**src/rtl/rv_multicycle_ctrl_pkg.sv**
```systemverilog
// Shared types and encodings for the multicycle RV32I control FSM.
package rv_ctrl_pkg;

  typedef enum logic [3:0] {
    S_RESET, S_FETCH, S_DECODE, S_EXEC_R, S_EXEC_I, S_ADDR, S_MEM_RD,
    S_MEM_WR, S_WB_ALU, S_WB_MEM, S_BRANCH, S_LUI, S_JAL, S_TRAP
  } state_e;

  localparam logic [6:0] OPC_OP     = 7'b0110011;
  localparam logic [6:0] OPC_OP_IMM = 7'b0010011;
  localparam logic [6:0] OPC_LOAD   = 7'b0000011;
  localparam logic [6:0] OPC_STORE  = 7'b0100011;
  localparam logic [6:0] OPC_BRANCH = 7'b1100011;
  localparam logic [6:0] OPC_LUI    = 7'b0110111;
  localparam logic [6:0] OPC_JAL    = 7'b1101111;

  localparam logic [2:0] ALU_PASSA = 3'b000;
  localparam logic [2:0] ALU_ADD   = 3'b001;
  localparam logic [2:0] ALU_SUB   = 3'b010;
  localparam logic [2:0] ALU_AND   = 3'b011;
  localparam logic [2:0] ALU_PASSB = 3'b100;
  localparam logic [2:0] ALU_SLT   = 3'b111;

  localparam logic [1:0] WB_ALUOUT  = 2'd0;
  localparam logic [1:0] WB_MDR     = 2'd1;
  localparam logic [1:0] WB_PC      = 2'd2;
  localparam logic [1:0] SRCA_PC    = 2'd0;
  localparam logic [1:0] SRCA_A     = 2'd1;
  localparam logic [1:0] SRCA_OLDPC = 2'd2;
  localparam logic [1:0] SRCB_B     = 2'd0;
  localparam logic [1:0] SRCB_4     = 2'd1;
  localparam logic [1:0] SRCB_IMM   = 2'd2;

  // Wide enough for the largest supported timeout (255).
  localparam int WAIT_W = 8;

  function automatic logic is_mem_wait(input state_e s);
    return (s == S_FETCH) || (s == S_MEM_RD) || (s == S_MEM_WR);
  endfunction

  // Returns {legal, alu_op} for an R-type funct7/funct3 pair.
  function automatic logic [3:0] r_type_op(input logic [6:0] f7, input logic [2:0] f3);
    case ({f7, f3})
      {7'b0000000, 3'b000}: return {1'b1, ALU_ADD};
      {7'b0100000, 3'b000}: return {1'b1, ALU_SUB};
      {7'b0000000, 3'b111}: return {1'b1, ALU_AND};
      {7'b0000000, 3'b010}: return {1'b1, ALU_SLT};
      default:              return 4'b0000;
    endcase
  endfunction

endpackage

```
**src/rtl/rv_multicycle_ctrl_if.sv**
```systemverilog
// Control/handshake bundle between the multicycle controller and its datapath.
interface rv_multicycle_ctrl_if #(
  parameter int ALUOP_W = 3,
  parameter int CNT_W   = 32
);
  logic [31:0]        instr;
  logic               alu_zero;
  logic               mem_ready;
  logic               mem_req;
  logic               mem_we;
  logic               addr_sel;
  logic               pc_write;
  logic               pc_src;
  logic               ir_write;
  logic               load_oldpc;
  logic               load_a;
  logic               load_b;
  logic               load_aluout;
  logic               load_mdr;
  logic               reg_write;
  logic [1:0]         wb_sel;
  logic [1:0]         alu_src_a;
  logic [1:0]         alu_src_b;
  logic [ALUOP_W-1:0] alu_op;
  logic               instr_done;
  logic [CNT_W-1:0]   instret;
  logic               trap;
  logic               timeout_err;
  logic [3:0]         state_dbg;

  modport master (
    input  instr, alu_zero, mem_ready,
    output mem_req, mem_we, addr_sel, pc_write, pc_src, ir_write, load_oldpc,
           load_a, load_b, load_aluout, load_mdr, reg_write, wb_sel,
           alu_src_a, alu_src_b, alu_op, instr_done, instret, trap,
           timeout_err, state_dbg
  );

  modport slave (
    output instr, alu_zero, mem_ready,
    input  mem_req, mem_we, addr_sel, pc_write, pc_src, ir_write, load_oldpc,
           load_a, load_b, load_aluout, load_mdr, reg_write, wb_sel,
           alu_src_a, alu_src_b, alu_op, instr_done, instret, trap,
           timeout_err, state_dbg
  );
endinterface

```
**src/rtl/rv_multicycle_ctrl_wait_timer.sv**
```systemverilog
// Memory wait counter: counts stalled cycles of the current access and flags
// the cycle on which the stall limit is reached without mem_ready.
module rv_mem_wait_timer
  import rv_ctrl_pkg::*;
#(
  parameter int MEM_TIMEOUT = 15
) (
  input  logic clk,
  input  logic rst,
  input  logic active_i,
  input  logic ready_i,
  output logic timeout_o
);

  localparam logic [WAIT_W-1:0] LAST = WAIT_W'(MEM_TIMEOUT - 1);

  logic [WAIT_W-1:0] cnt_q, cnt_d;
  logic              stalled;

  assign stalled = active_i && !ready_i;

  // Held at zero outside an access and on completion, so every access starts fresh.
  assign cnt_d     = stalled ? cnt_q + WAIT_W'(1) : '0;
  assign timeout_o = stalled && (cnt_q == LAST);

  always_ff @(posedge clk or posedge rst) begin
    if (rst) cnt_q <= '0;
    else     cnt_q <= cnt_d;
  end

endmodule

```
**src/rtl/rv_multicycle_ctrl.sv**
```systemverilog
// Control FSM for the multicycle RV32I datapath: sequencing, memory handshake
// with timeout, illegal-opcode trap and retired-instruction counter.
//
// state    | meaning
// RESET    | leaving reset, outputs idle
// FETCH    | read instruction at PC, PC += 4 on completion
// DECODE   | latch rs1/rs2, precompute branch/JAL target
// EXEC_R   | R-type ALU op
// EXEC_I   | addi
// ADDR     | load/store effective address
// MEM_RD   | load data access
// MEM_WR   | store data access, retires
// WB_ALU   | write ALUOut to rd, retires
// WB_MEM   | write MDR to rd, retires
// BRANCH   | compare rs1/rs2, conditionally take target, retires
// LUI      | pass immediate through ALU
// JAL      | link and jump, retires
// TRAP     | halted until reset
module rv_multicycle_ctrl
  import rv_ctrl_pkg::*;
#(
  parameter int ALUOP_W     = 3,
  parameter int MEM_TIMEOUT = 15,
  parameter int CNT_W       = 32
) (
  input logic clk,
  input logic rst,
  rv_multicycle_ctrl_if.master bus
);

  state_e           state_q, state_d;
  logic [CNT_W-1:0] instret_q;
  logic             timeout_err_q;

  logic       timeout, wait_active, timeout_hit;
  logic [6:0] opcode, funct7;
  logic [2:0] funct3;
  logic [3:0] r_dec;
  logic       unused_instr;

  logic       mem_req, mem_we, addr_sel, pc_write, pc_src, ir_write, load_oldpc;
  logic       load_a, load_b, load_aluout, load_mdr, reg_write, instr_done, trap;
  logic [1:0] wb_sel, alu_src_a, alu_src_b;
  logic [2:0] alu_op;

  assign opcode       = bus.instr[6:0];
  assign funct3       = bus.instr[14:12];
  assign funct7       = bus.instr[31:25];
  assign r_dec        = r_type_op(funct7, funct3);
  assign unused_instr = ^{bus.instr[24:15], bus.instr[11:7]};
  assign wait_active  = is_mem_wait(state_q);

  rv_mem_wait_timer #(.MEM_TIMEOUT(MEM_TIMEOUT)) u_wait_timer (
    .clk       (clk),
    .rst       (rst),
    .active_i  (wait_active),
    .ready_i   (bus.mem_ready),
    .timeout_o (timeout)
  );

  always_comb begin
    state_d     = state_q;
    mem_req     = 1'b0;
    mem_we      = 1'b0;
    addr_sel    = 1'b0;
    pc_write    = 1'b0;
    pc_src      = 1'b0;
    ir_write    = 1'b0;
    load_oldpc  = 1'b0;
    load_a      = 1'b0;
    load_b      = 1'b0;
    load_aluout = 1'b0;
    load_mdr    = 1'b0;
    reg_write   = 1'b0;
    instr_done  = 1'b0;
    trap        = 1'b0;
    timeout_hit = 1'b0;
    wb_sel      = WB_ALUOUT;
    alu_src_a   = SRCA_PC;
    alu_src_b   = SRCB_B;
    alu_op      = ALU_PASSA;

    case (state_q)
      S_RESET: state_d = S_FETCH;
      S_FETCH: begin
        mem_req   = 1'b1;
        alu_src_a = SRCA_PC;
        alu_src_b = SRCB_4;
        alu_op    = ALU_ADD;
        if (bus.mem_ready) begin
          ir_write   = 1'b1;
          load_oldpc = 1'b1;
          pc_write   = 1'b1;
          state_d    = S_DECODE;
        end else if (timeout) begin
          timeout_hit = 1'b1;
          state_d     = S_TRAP;
        end
      end
      S_DECODE: begin
        load_a      = 1'b1;
        load_b      = 1'b1;
        load_aluout = 1'b1;
        alu_src_a   = SRCA_OLDPC;
        alu_src_b   = SRCB_IMM;
        alu_op      = ALU_ADD;
        case (opcode)
          OPC_OP:              state_d = S_EXEC_R;
          OPC_OP_IMM:          state_d = S_EXEC_I;
          OPC_LOAD, OPC_STORE: state_d = S_ADDR;
          OPC_BRANCH:          state_d = S_BRANCH;
          OPC_LUI:             state_d = S_LUI;
          OPC_JAL:             state_d = S_JAL;
          default:             state_d = S_TRAP;
        endcase
      end
      S_EXEC_R: begin
        alu_src_a   = SRCA_A;
        alu_src_b   = SRCB_B;
        load_aluout = 1'b1;
        if (r_dec[3]) begin
          alu_op  = r_dec[2:0];
          state_d = S_WB_ALU;
        end else begin
          state_d = S_TRAP;
        end
      end
      S_EXEC_I: begin
        alu_src_a   = SRCA_A;
        alu_src_b   = SRCB_IMM;
        alu_op      = ALU_ADD;
        load_aluout = 1'b1;
        state_d     = (funct3 == 3'b000) ? S_WB_ALU : S_TRAP;
      end
      S_ADDR: begin
        alu_src_a   = SRCA_A;
        alu_src_b   = SRCB_IMM;
        alu_op      = ALU_ADD;
        load_aluout = 1'b1;
        if (funct3 != 3'b010)        state_d = S_TRAP;
        else if (opcode == OPC_STORE) state_d = S_MEM_WR;
        else                          state_d = S_MEM_RD;
      end
      S_MEM_RD: begin
        mem_req  = 1'b1;
        addr_sel = 1'b1;
        if (bus.mem_ready) begin
          load_mdr = 1'b1;
          state_d  = S_WB_MEM;
        end else if (timeout) begin
          timeout_hit = 1'b1;
          state_d     = S_TRAP;
        end
      end
      S_MEM_WR: begin
        mem_req  = 1'b1;
        mem_we   = 1'b1;
        addr_sel = 1'b1;
        if (bus.mem_ready) begin
          instr_done = 1'b1;
          state_d    = S_FETCH;
        end else if (timeout) begin
          timeout_hit = 1'b1;
          state_d     = S_TRAP;
        end
      end
      S_WB_ALU: begin
        reg_write  = 1'b1;
        wb_sel     = WB_ALUOUT;
        instr_done = 1'b1;
        state_d    = S_FETCH;
      end
      S_WB_MEM: begin
        reg_write  = 1'b1;
        wb_sel     = WB_MDR;
        instr_done = 1'b1;
        state_d    = S_FETCH;
      end
      S_BRANCH: begin
        alu_src_a = SRCA_A;
        alu_src_b = SRCB_B;
        alu_op    = ALU_SUB;
        pc_src    = 1'b1;
        case (funct3)
          3'b000: begin
            pc_write   = bus.alu_zero;
            instr_done = 1'b1;
            state_d    = S_FETCH;
          end
          3'b001: begin
            pc_write   = !bus.alu_zero;
            instr_done = 1'b1;
            state_d    = S_FETCH;
          end
          default: state_d = S_TRAP;
        endcase
      end
      S_LUI: begin
        alu_src_b   = SRCB_IMM;
        alu_op      = ALU_PASSB;
        load_aluout = 1'b1;
        state_d     = S_WB_ALU;
      end
      // PC already advanced to PC+4 in FETCH, so it is the link value.
      S_JAL: begin
        reg_write  = 1'b1;
        wb_sel     = WB_PC;
        pc_write   = 1'b1;
        pc_src     = 1'b1;
        instr_done = 1'b1;
        state_d    = S_FETCH;
      end
      S_TRAP:  trap = 1'b1;
      default: state_d = S_TRAP;
    endcase
  end

  always_ff @(posedge clk or posedge rst) begin
    if (rst) begin
      state_q       <= S_RESET;
      instret_q     <= '0;
      timeout_err_q <= 1'b0;
    end else begin
      state_q <= state_d;
      if (instr_done)  instret_q     <= instret_q + CNT_W'(1);
      if (timeout_hit) timeout_err_q <= 1'b1;
    end
  end

  assign bus.mem_req     = mem_req;
  assign bus.mem_we      = mem_we;
  assign bus.addr_sel    = addr_sel;
  assign bus.pc_write    = pc_write;
  assign bus.pc_src      = pc_src;
  assign bus.ir_write    = ir_write;
  assign bus.load_oldpc  = load_oldpc;
  assign bus.load_a      = load_a;
  assign bus.load_b      = load_b;
  assign bus.load_aluout = load_aluout;
  assign bus.load_mdr    = load_mdr;
  assign bus.reg_write   = reg_write;
  assign bus.wb_sel      = wb_sel;
  assign bus.alu_src_a   = alu_src_a;
  assign bus.alu_src_b   = alu_src_b;
  assign bus.alu_op      = ALUOP_W'(alu_op);
  assign bus.instr_done  = instr_done;
  assign bus.instret     = instret_q;
  assign bus.trap        = trap;
  assign bus.timeout_err = timeout_err_q;
  assign bus.state_dbg   = state_q;

endmodule

```
**src/flat_wrapper.sv**
```systemverilog
// flat-port wrapper written by rule: the top's interface ports become plain ports
module rv_multicycle_ctrl_flat import rv_ctrl_pkg::*;
#(
  parameter int ALUOP_W     = 3,
  parameter int MEM_TIMEOUT = 15,
  parameter int CNT_W       = 32
)
  (clk, rst, bus_instr, bus_alu_zero, bus_mem_ready, bus_mem_req, bus_mem_we, bus_addr_sel, bus_pc_write, bus_pc_src, bus_ir_write, bus_load_oldpc, bus_load_a, bus_load_b, bus_load_aluout, bus_load_mdr, bus_reg_write, bus_wb_sel, bus_alu_src_a, bus_alu_src_b, bus_alu_op, bus_instr_done, bus_instret, bus_trap, bus_timeout_err, bus_state_dbg);
  rv_multicycle_ctrl_if #(.ALUOP_W(ALUOP_W), .CNT_W(CNT_W)) bus_i ();
  input logic clk;
  input logic rst;
  input wire logic [$bits(bus_i.instr)-1:0] bus_instr;
  input wire logic [$bits(bus_i.alu_zero)-1:0] bus_alu_zero;
  input wire logic [$bits(bus_i.mem_ready)-1:0] bus_mem_ready;
  output wire logic [$bits(bus_i.mem_req)-1:0] bus_mem_req;
  output wire logic [$bits(bus_i.mem_we)-1:0] bus_mem_we;
  output wire logic [$bits(bus_i.addr_sel)-1:0] bus_addr_sel;
  output wire logic [$bits(bus_i.pc_write)-1:0] bus_pc_write;
  output wire logic [$bits(bus_i.pc_src)-1:0] bus_pc_src;
  output wire logic [$bits(bus_i.ir_write)-1:0] bus_ir_write;
  output wire logic [$bits(bus_i.load_oldpc)-1:0] bus_load_oldpc;
  output wire logic [$bits(bus_i.load_a)-1:0] bus_load_a;
  output wire logic [$bits(bus_i.load_b)-1:0] bus_load_b;
  output wire logic [$bits(bus_i.load_aluout)-1:0] bus_load_aluout;
  output wire logic [$bits(bus_i.load_mdr)-1:0] bus_load_mdr;
  output wire logic [$bits(bus_i.reg_write)-1:0] bus_reg_write;
  output wire logic [$bits(bus_i.wb_sel)-1:0] bus_wb_sel;
  output wire logic [$bits(bus_i.alu_src_a)-1:0] bus_alu_src_a;
  output wire logic [$bits(bus_i.alu_src_b)-1:0] bus_alu_src_b;
  output wire logic [$bits(bus_i.alu_op)-1:0] bus_alu_op;
  output wire logic [$bits(bus_i.instr_done)-1:0] bus_instr_done;
  output wire logic [$bits(bus_i.instret)-1:0] bus_instret;
  output wire logic [$bits(bus_i.trap)-1:0] bus_trap;
  output wire logic [$bits(bus_i.timeout_err)-1:0] bus_timeout_err;
  output wire logic [$bits(bus_i.state_dbg)-1:0] bus_state_dbg;
  assign bus_i.instr = bus_instr;
  assign bus_i.alu_zero = bus_alu_zero;
  assign bus_i.mem_ready = bus_mem_ready;
  assign bus_mem_req = bus_i.mem_req;
  assign bus_mem_we = bus_i.mem_we;
  assign bus_addr_sel = bus_i.addr_sel;
  assign bus_pc_write = bus_i.pc_write;
  assign bus_pc_src = bus_i.pc_src;
  assign bus_ir_write = bus_i.ir_write;
  assign bus_load_oldpc = bus_i.load_oldpc;
  assign bus_load_a = bus_i.load_a;
  assign bus_load_b = bus_i.load_b;
  assign bus_load_aluout = bus_i.load_aluout;
  assign bus_load_mdr = bus_i.load_mdr;
  assign bus_reg_write = bus_i.reg_write;
  assign bus_wb_sel = bus_i.wb_sel;
  assign bus_alu_src_a = bus_i.alu_src_a;
  assign bus_alu_src_b = bus_i.alu_src_b;
  assign bus_alu_op = bus_i.alu_op;
  assign bus_instr_done = bus_i.instr_done;
  assign bus_instret = bus_i.instret;
  assign bus_trap = bus_i.trap;
  assign bus_timeout_err = bus_i.timeout_err;
  assign bus_state_dbg = bus_i.state_dbg;
  rv_multicycle_ctrl #(.ALUOP_W(ALUOP_W), .MEM_TIMEOUT(MEM_TIMEOUT), .CNT_W(CNT_W)) u_core (.clk(clk), .rst(rst), .bus(bus_i));
endmodule
```
**config.mk**
```make
export PLATFORM = sky130hd
export DESIGN_NAME = rv_multicycle_ctrl_flat
export DESIGN_NICKNAME = d
export VERILOG_FILES = /design/src/rtl/rv_multicycle_ctrl_pkg.sv /design/src/rtl/rv_multicycle_ctrl_if.sv /design/src/rtl/rv_multicycle_ctrl_wait_timer.sv /design/src/rtl/rv_multicycle_ctrl.sv /design/src/flat_wrapper.sv
export SDC_FILE = /design/constraint.sdc
export NUM_CORES = 1
export LEC_CHECK = 0
export ABC_AREA = 1
export BUFFER_PORTS_ARGS = -buffer_cell sky130_fd_sc_hd__buf_2
export CORE_UTILIZATION = 47
export CTS_CLUSTER_SIZE = 8
export DETAILED_ROUTE_END_ITERATION = 10
export GPL_TIMING_DRIVEN = 0
export PLACE_DENSITY = 0.77
export SYNTH_ARGS = -nofsm -noshare
export SYNTH_HDL_FRONTEND = slang
export SYNTH_SLANG_ARGS = --single-unit
export TNS_END_PERCENT = 1
```
**constraint.sdc**
```tcl
create_clock -name clk -period 1.7 [get_ports clk]
set_clock_uncertainty 0.15 [all_clocks]
set_input_delay 0.34 -clock clk [delete_from_list [all_inputs] [get_ports clk]]
set_output_delay 0.34 -clock clk [all_outputs]
set_load 0.02 [all_outputs]
```
Yosys cells after proc, flatten, opt, wreduce, memory -nomap -nowiden
Cells that the tools add are included.
Cells by class
  order comparisons: 0
  add/sub/neg operators: 2
  shifts and indexed selects: 0
  reductions and logical operators: 20
  muxes and demuxes: 36
  equal/unequal tests: 26
  bitwise operators: 0
  div/mod/pow operators: 0
  $mul: 0
Operators with widths (count)
  one-hot mux 4 bit (11 select lines): 1
  adder 32 x 1 -> 32 bit (second input constant): 1
  equality test 4 bit (second input constant): 6
  2-to-1 mux 4 bit: 6
  one-hot mux 4 bit (6 select lines): 1
  equality test 7 x 6 -> 1 bit (second input constant): 3
  equality test 4 x 3 -> 1 bit (second input constant): 4
  2-to-1 mux 1 bit: 16
  one-hot mux 4 bit (4 select lines): 1
  OR reduction 4 bit: 4
  equality test 7 bit (second input constant): 2
  one-hot mux 2 bit (2 select lines): 3
  one-hot mux 3 bit (4 select lines): 1
  equality test 10 x 2 -> 1 bit (second input constant): 1
  equality test 10 x 3 -> 1 bit (second input constant): 1
  equality test 10 x 9 -> 1 bit (second input constant): 1
  logical NOT 10 bit: 1
  2-to-1 mux 3 bit: 3
  adder 8 x 1 -> 8 bit (second input constant): 1
  equality test 4 x 2 -> 1 bit (second input constant): 2
  equality test 8 x 4 -> 1 bit (second input constant): 1
  2-to-1 mux 8 bit: 1
  OR reduction 2 bit: 4
  equality test 7 x 2 -> 1 bit (second input constant): 1
  other kinds (13): 18
Storage, ports and cells
  word-level logic and storage cells: 88
  memories: 0
  flip-flop bits (word level): 45
  memory bits (writable): 0
  latch bits: 0
  memory bits (read-only): 0

Longest topological paths before layout
  depth after elaboration: 8
  mapped depth: 11

Modules after synthesis
From an unflattened synthesis, not the netlist that was laid out.
Second synthesis, totals
  cell total of the unflattened synthesis: 537
  area total of the unflattened synthesis: 3311.9 µm²
By module, submodules not included
  rv_multicycle_ctrl: area each 2906.5 µm², times used 1, cells each 485
  rv_mem_wait_timer: area each 405.4 µm², times used 1, cells each 52

Worst setup path before layout
Ideal clock, no wire load.
  path type: flip-flop to output port
  start: register u_core.state_q[1], in the netlist u_core.bus.state_dbg[1]
  end: output bus_load_oldpc
  cell stages (with the launch flop): 7
  arrival time: 1819 ps
  path slack: -609 ps
  buffers on the path: 1
  cell sequence: dfrtp_1 -> inv_2 -> nand2_1 -> nor2_1 -> inv_1 -> nor2_1 -> buf_4
Between the ends
  longest elaborated chain between the ends: 2
RTL lines
  from (decl): line rv_multicycle_ctrl.sv:31  | state_e state_q, state_d;
  from (signal assigned): line rv_multicycle_ctrl.sv:224  | state_q <= state_d;
  equality test 4 x 1 -> 1 bit
  2-to-1 mux 1 bit
  to (decl): line flat_wrapper.sv:21  | output wire logic [$bits(bus_i.load_oldpc)-1:0] bus_load_oldpc;
Every way passes these cells.

Final worst setup path
  start: register u_core.state_q[3], in the netlist u_core.bus.state_dbg[3]
  end: output bus_instr_done
Between the ends
  longest elaborated chain between the ends: 3
  elaborated cells between the ends (all ways): 7
  those cells by class: eq/ne: 5; mux: 1; reduce/logical: 1
RTL lines
  equality test 4 bit: line rv_multicycle_ctrl.sv:83  | case (state_q)
  OR reduction 3 bit (no source line)
  one-hot mux 1 bit (3 select lines) (*): line rv_multicycle_ctrl.sv:83
  to (decl): line flat_wrapper.sv:31  | output wire logic [$bits(bus_i.instr_done)-1:0] bus_instr_done;
Every way passes the cells marked *; elsewhere a longest branch is shown, timed or not.

==> results.json <==
{
  "status": "finished with violations",
  "violations": "negative setup slack",
  "drive_above_1_share_pct": 27.8,
  "drt_pre_antenna_iters": 7,
  "place_inst": 659,
  "fin_crit_sh_pct": 119,
  "dp_hpwl_um": 6580,
  "yosysTopAreaCellShare_pct": 35.0,
  "chipWidth_um": 84.7,
  "globalRouteOverflowTotal": 0,
  "max_freq_mhz": 495,
  "end_kind": "output port",
  "hold_path_class": "input port to register",
  "cts_tree": "done",
  "cts_buffer_depth": 2,
  "gp_congestion": 0.960,
  "worst_ep_arrival_time_ns": 1.53,
  "slew_headroom_pct": 71.5,
  "mostFrequentLayoutCell": "nand2_1",
  "wl_um": 8900,
  "place_area_um2": 3770,
  "cts_max_level": 2,
  "grt_pass1_vias": 3184,
  "ys_seq_area_share_pct": 35.0,
  "cts_made_buffers": 5,
  "rsz0062_at_grt": "yes",
  "wl_per_cell_um": 13.0,
  "drv_slew": 0,
  "synthTopCellsByArea": "dfrtp_1 35%, nand2_1 20%, nor2_1 10%, inv_1 6.9%, nand3_1 5.1%",
  "yosys_warnings": 0,
  "clkSlewWorstSetupHoldPaths_ns": 0.08,
  "holdWs_ns": 0.276,
  "netlist_area_um2": 3210,
  "postRouteAntennaNets": 0,
  "worstSetupPathType": "register to output port",
  "pwr_density_cell_nw_per_um2": 1190,
  "syn_avg_cell_area_um2": 6.42,
  "fp.dieH_um": 84.7,
  "cts.sinks": 45,
  "area_growth_syn_to_layout_pct": 32.5,
  "clockRootBuffer": "clkbuf_8",
  "finalNonFillerCells": 685,
  "ys_types": 28,
  "synth_nets": 540,
  "cp.required_ns": 1.21,
  "core_area_um2": 6460,
  "fin_ws_ns": -0.322,
  "grt_max_degree": 28,
  "nets": 646,
  "grt_pass1_wl_um": 14600,
  "drc_errors": 0,
  "track_usage_pct": 25.6,
  "clk_latency_ns": 0.30,
  "syn_inst": 501,
  "antenna_found_initial": 0,
  "fin_util_pct": 66.0,
  "io_pins": 96,
  "finalPower_uw": 5070,
  "diodes": 0,
  "start_util_pct": 49.8,
  "layout_common_cells": "168 x nand2_1, 78 x nor2_1, 62 x buf_2",
  "min_period_ns": 2.02,
  "port_buffers": 80,
  "fin_area_um2": 4260,
  "yosys.area.top_type": "dfrtp_1",
  "reg2reg_slack_ns": -0.11,
  "synth-seq-cells": 45,
  "rows": 29,
  "cp_max_fo": 6,
  "max_cap_violations": 0,
  "worstSetupStartpointType": "register",
  "via_per_inst": 5.07,
  "worstMarginPinSlew_ns": 0.427,
  "dieArea_um2": 7170,
  "max-vdd-ir-drop_uv": 591,
  "power_leakage_uw": 0.00216,
  "finalSetupViolCount": 51,
  "drt_iter0_drc": 186,
  "finalHoldViolCount": 0,
  "vias": 3474
}
-- cell families after synthesis --
logic type / Yosys count / share of synthesized area, %
AOI/OAI and AO/OA: 26 / 4.13
xor gates and xnor gates: 19 / 5.18
adders and majority gates: 3 / 1.17
buffers and inverters: 71 / 9.54
DFF: 45 / 35.0
and+or+nand+nor: 337 / 45.0
-- per-layer routing --
layer,track usage (%),part of all wire (%),up-vias,wire (um)
li1,-,-,1758,-
met1,36.0,47,1580,4200
met2,41.2,46,121,4080
met3,2.85,5.1,15,450
met4,8.63,2.0,0,174
met5,0,0,-,0
-- state kept, by name (all words and copies together), names as in the netlist --
name,flops
u_core.bus.instret,32
u_core.u_wait_timer.cnt_q,8
u_core.bus.state_dbg,4
u_core.bus.timeout_err,1
-- worst max-delay path: stages, from the launching register on --
cell and delay, ns:
dfrtp_2 0.48, inv_4 0.11, buf_4 0.12, nor2_2 0.04, nor2_4 0.13, nand3_4 0.10
buf_8 0.14, buf_6 0.12
-- cell usage after synthesis --
library cell,count
nand3b_1,4
o21ai_0,15
buf_6,1
nor2_4,3
o211ai_1,1
ha_1,3
nor2_2,4
nand2_2,5
nand4_1,4
buf_2,1
xnor2_1,15
inv_1,59
xor2_1,4
buf_4,4
a21oi_1,9
nor3_1,14
nand3_2,2
o21ai_1,1
nor2_1,88
dfrtp_1,45
nand3_1,33
nor3_2,1
buf_12,1
nor3b_1,1
nand2_1,175
inv_2,5
nand2_4,2
nand3_4,1
-- through the flow --
stage               setup TNS (ns)  setup slack, ns
detailed placement           -2.66           -0.383
floorplan                   -0.505          -0.0976
global placement            -22.09           -0.556
global route                -10.17           -0.378
CTS                          -5.76           -0.313
finish                       -6.31           -0.322
-- cell type report --
cell class                      count  area (um^2)
Tap cell                           77         96.3
Inverter                           64          253
Buffer                              7         87.6
Fill cell                         596         2200
Timing Repair Buffer               99          664
Multi-Input combinational cell    385         1910
Clock inverter                      2         37.5
Sequential cell                    45         1130
Clock buffer                        6         82.6
-- where the power goes --
group	switching [uW]	internal [uW]
Sequential	182	1200
Clock	381	478
Combinational	1680	1160
Total	2240	2830
-- timing repair --
item | 4_1_cts | 5_1_grt
pin swaps | 9 | 3
hold buffers | 1 | 0
resized for setup | 55 | 18
hold endpoints to repair | 18 | 0
setup endpoints to repair | 52 | 60
setup buffers | 17 | 0
-- worst paths after layout --
check / from / end / cells after the start
max in group asynchronous: rst / u_core.bus.instret[0] / 4
setup / recovery: u_core.bus.state_dbg[3] / bus_instr_done / 7
hold / removal: bus_instr[14] / u_core.bus.state_dbg[1] / 4
hold reg to reg: u_core.bus.timeout_err / u_core.bus.timeout_err / 2
min in group asynchronous: rst / u_core.bus.instret[8] / 3
setup reg to reg: u_core.bus.state_dbg[3] / u_core.bus.instret[21] / 9
Power figures use the tool's default switching activity.
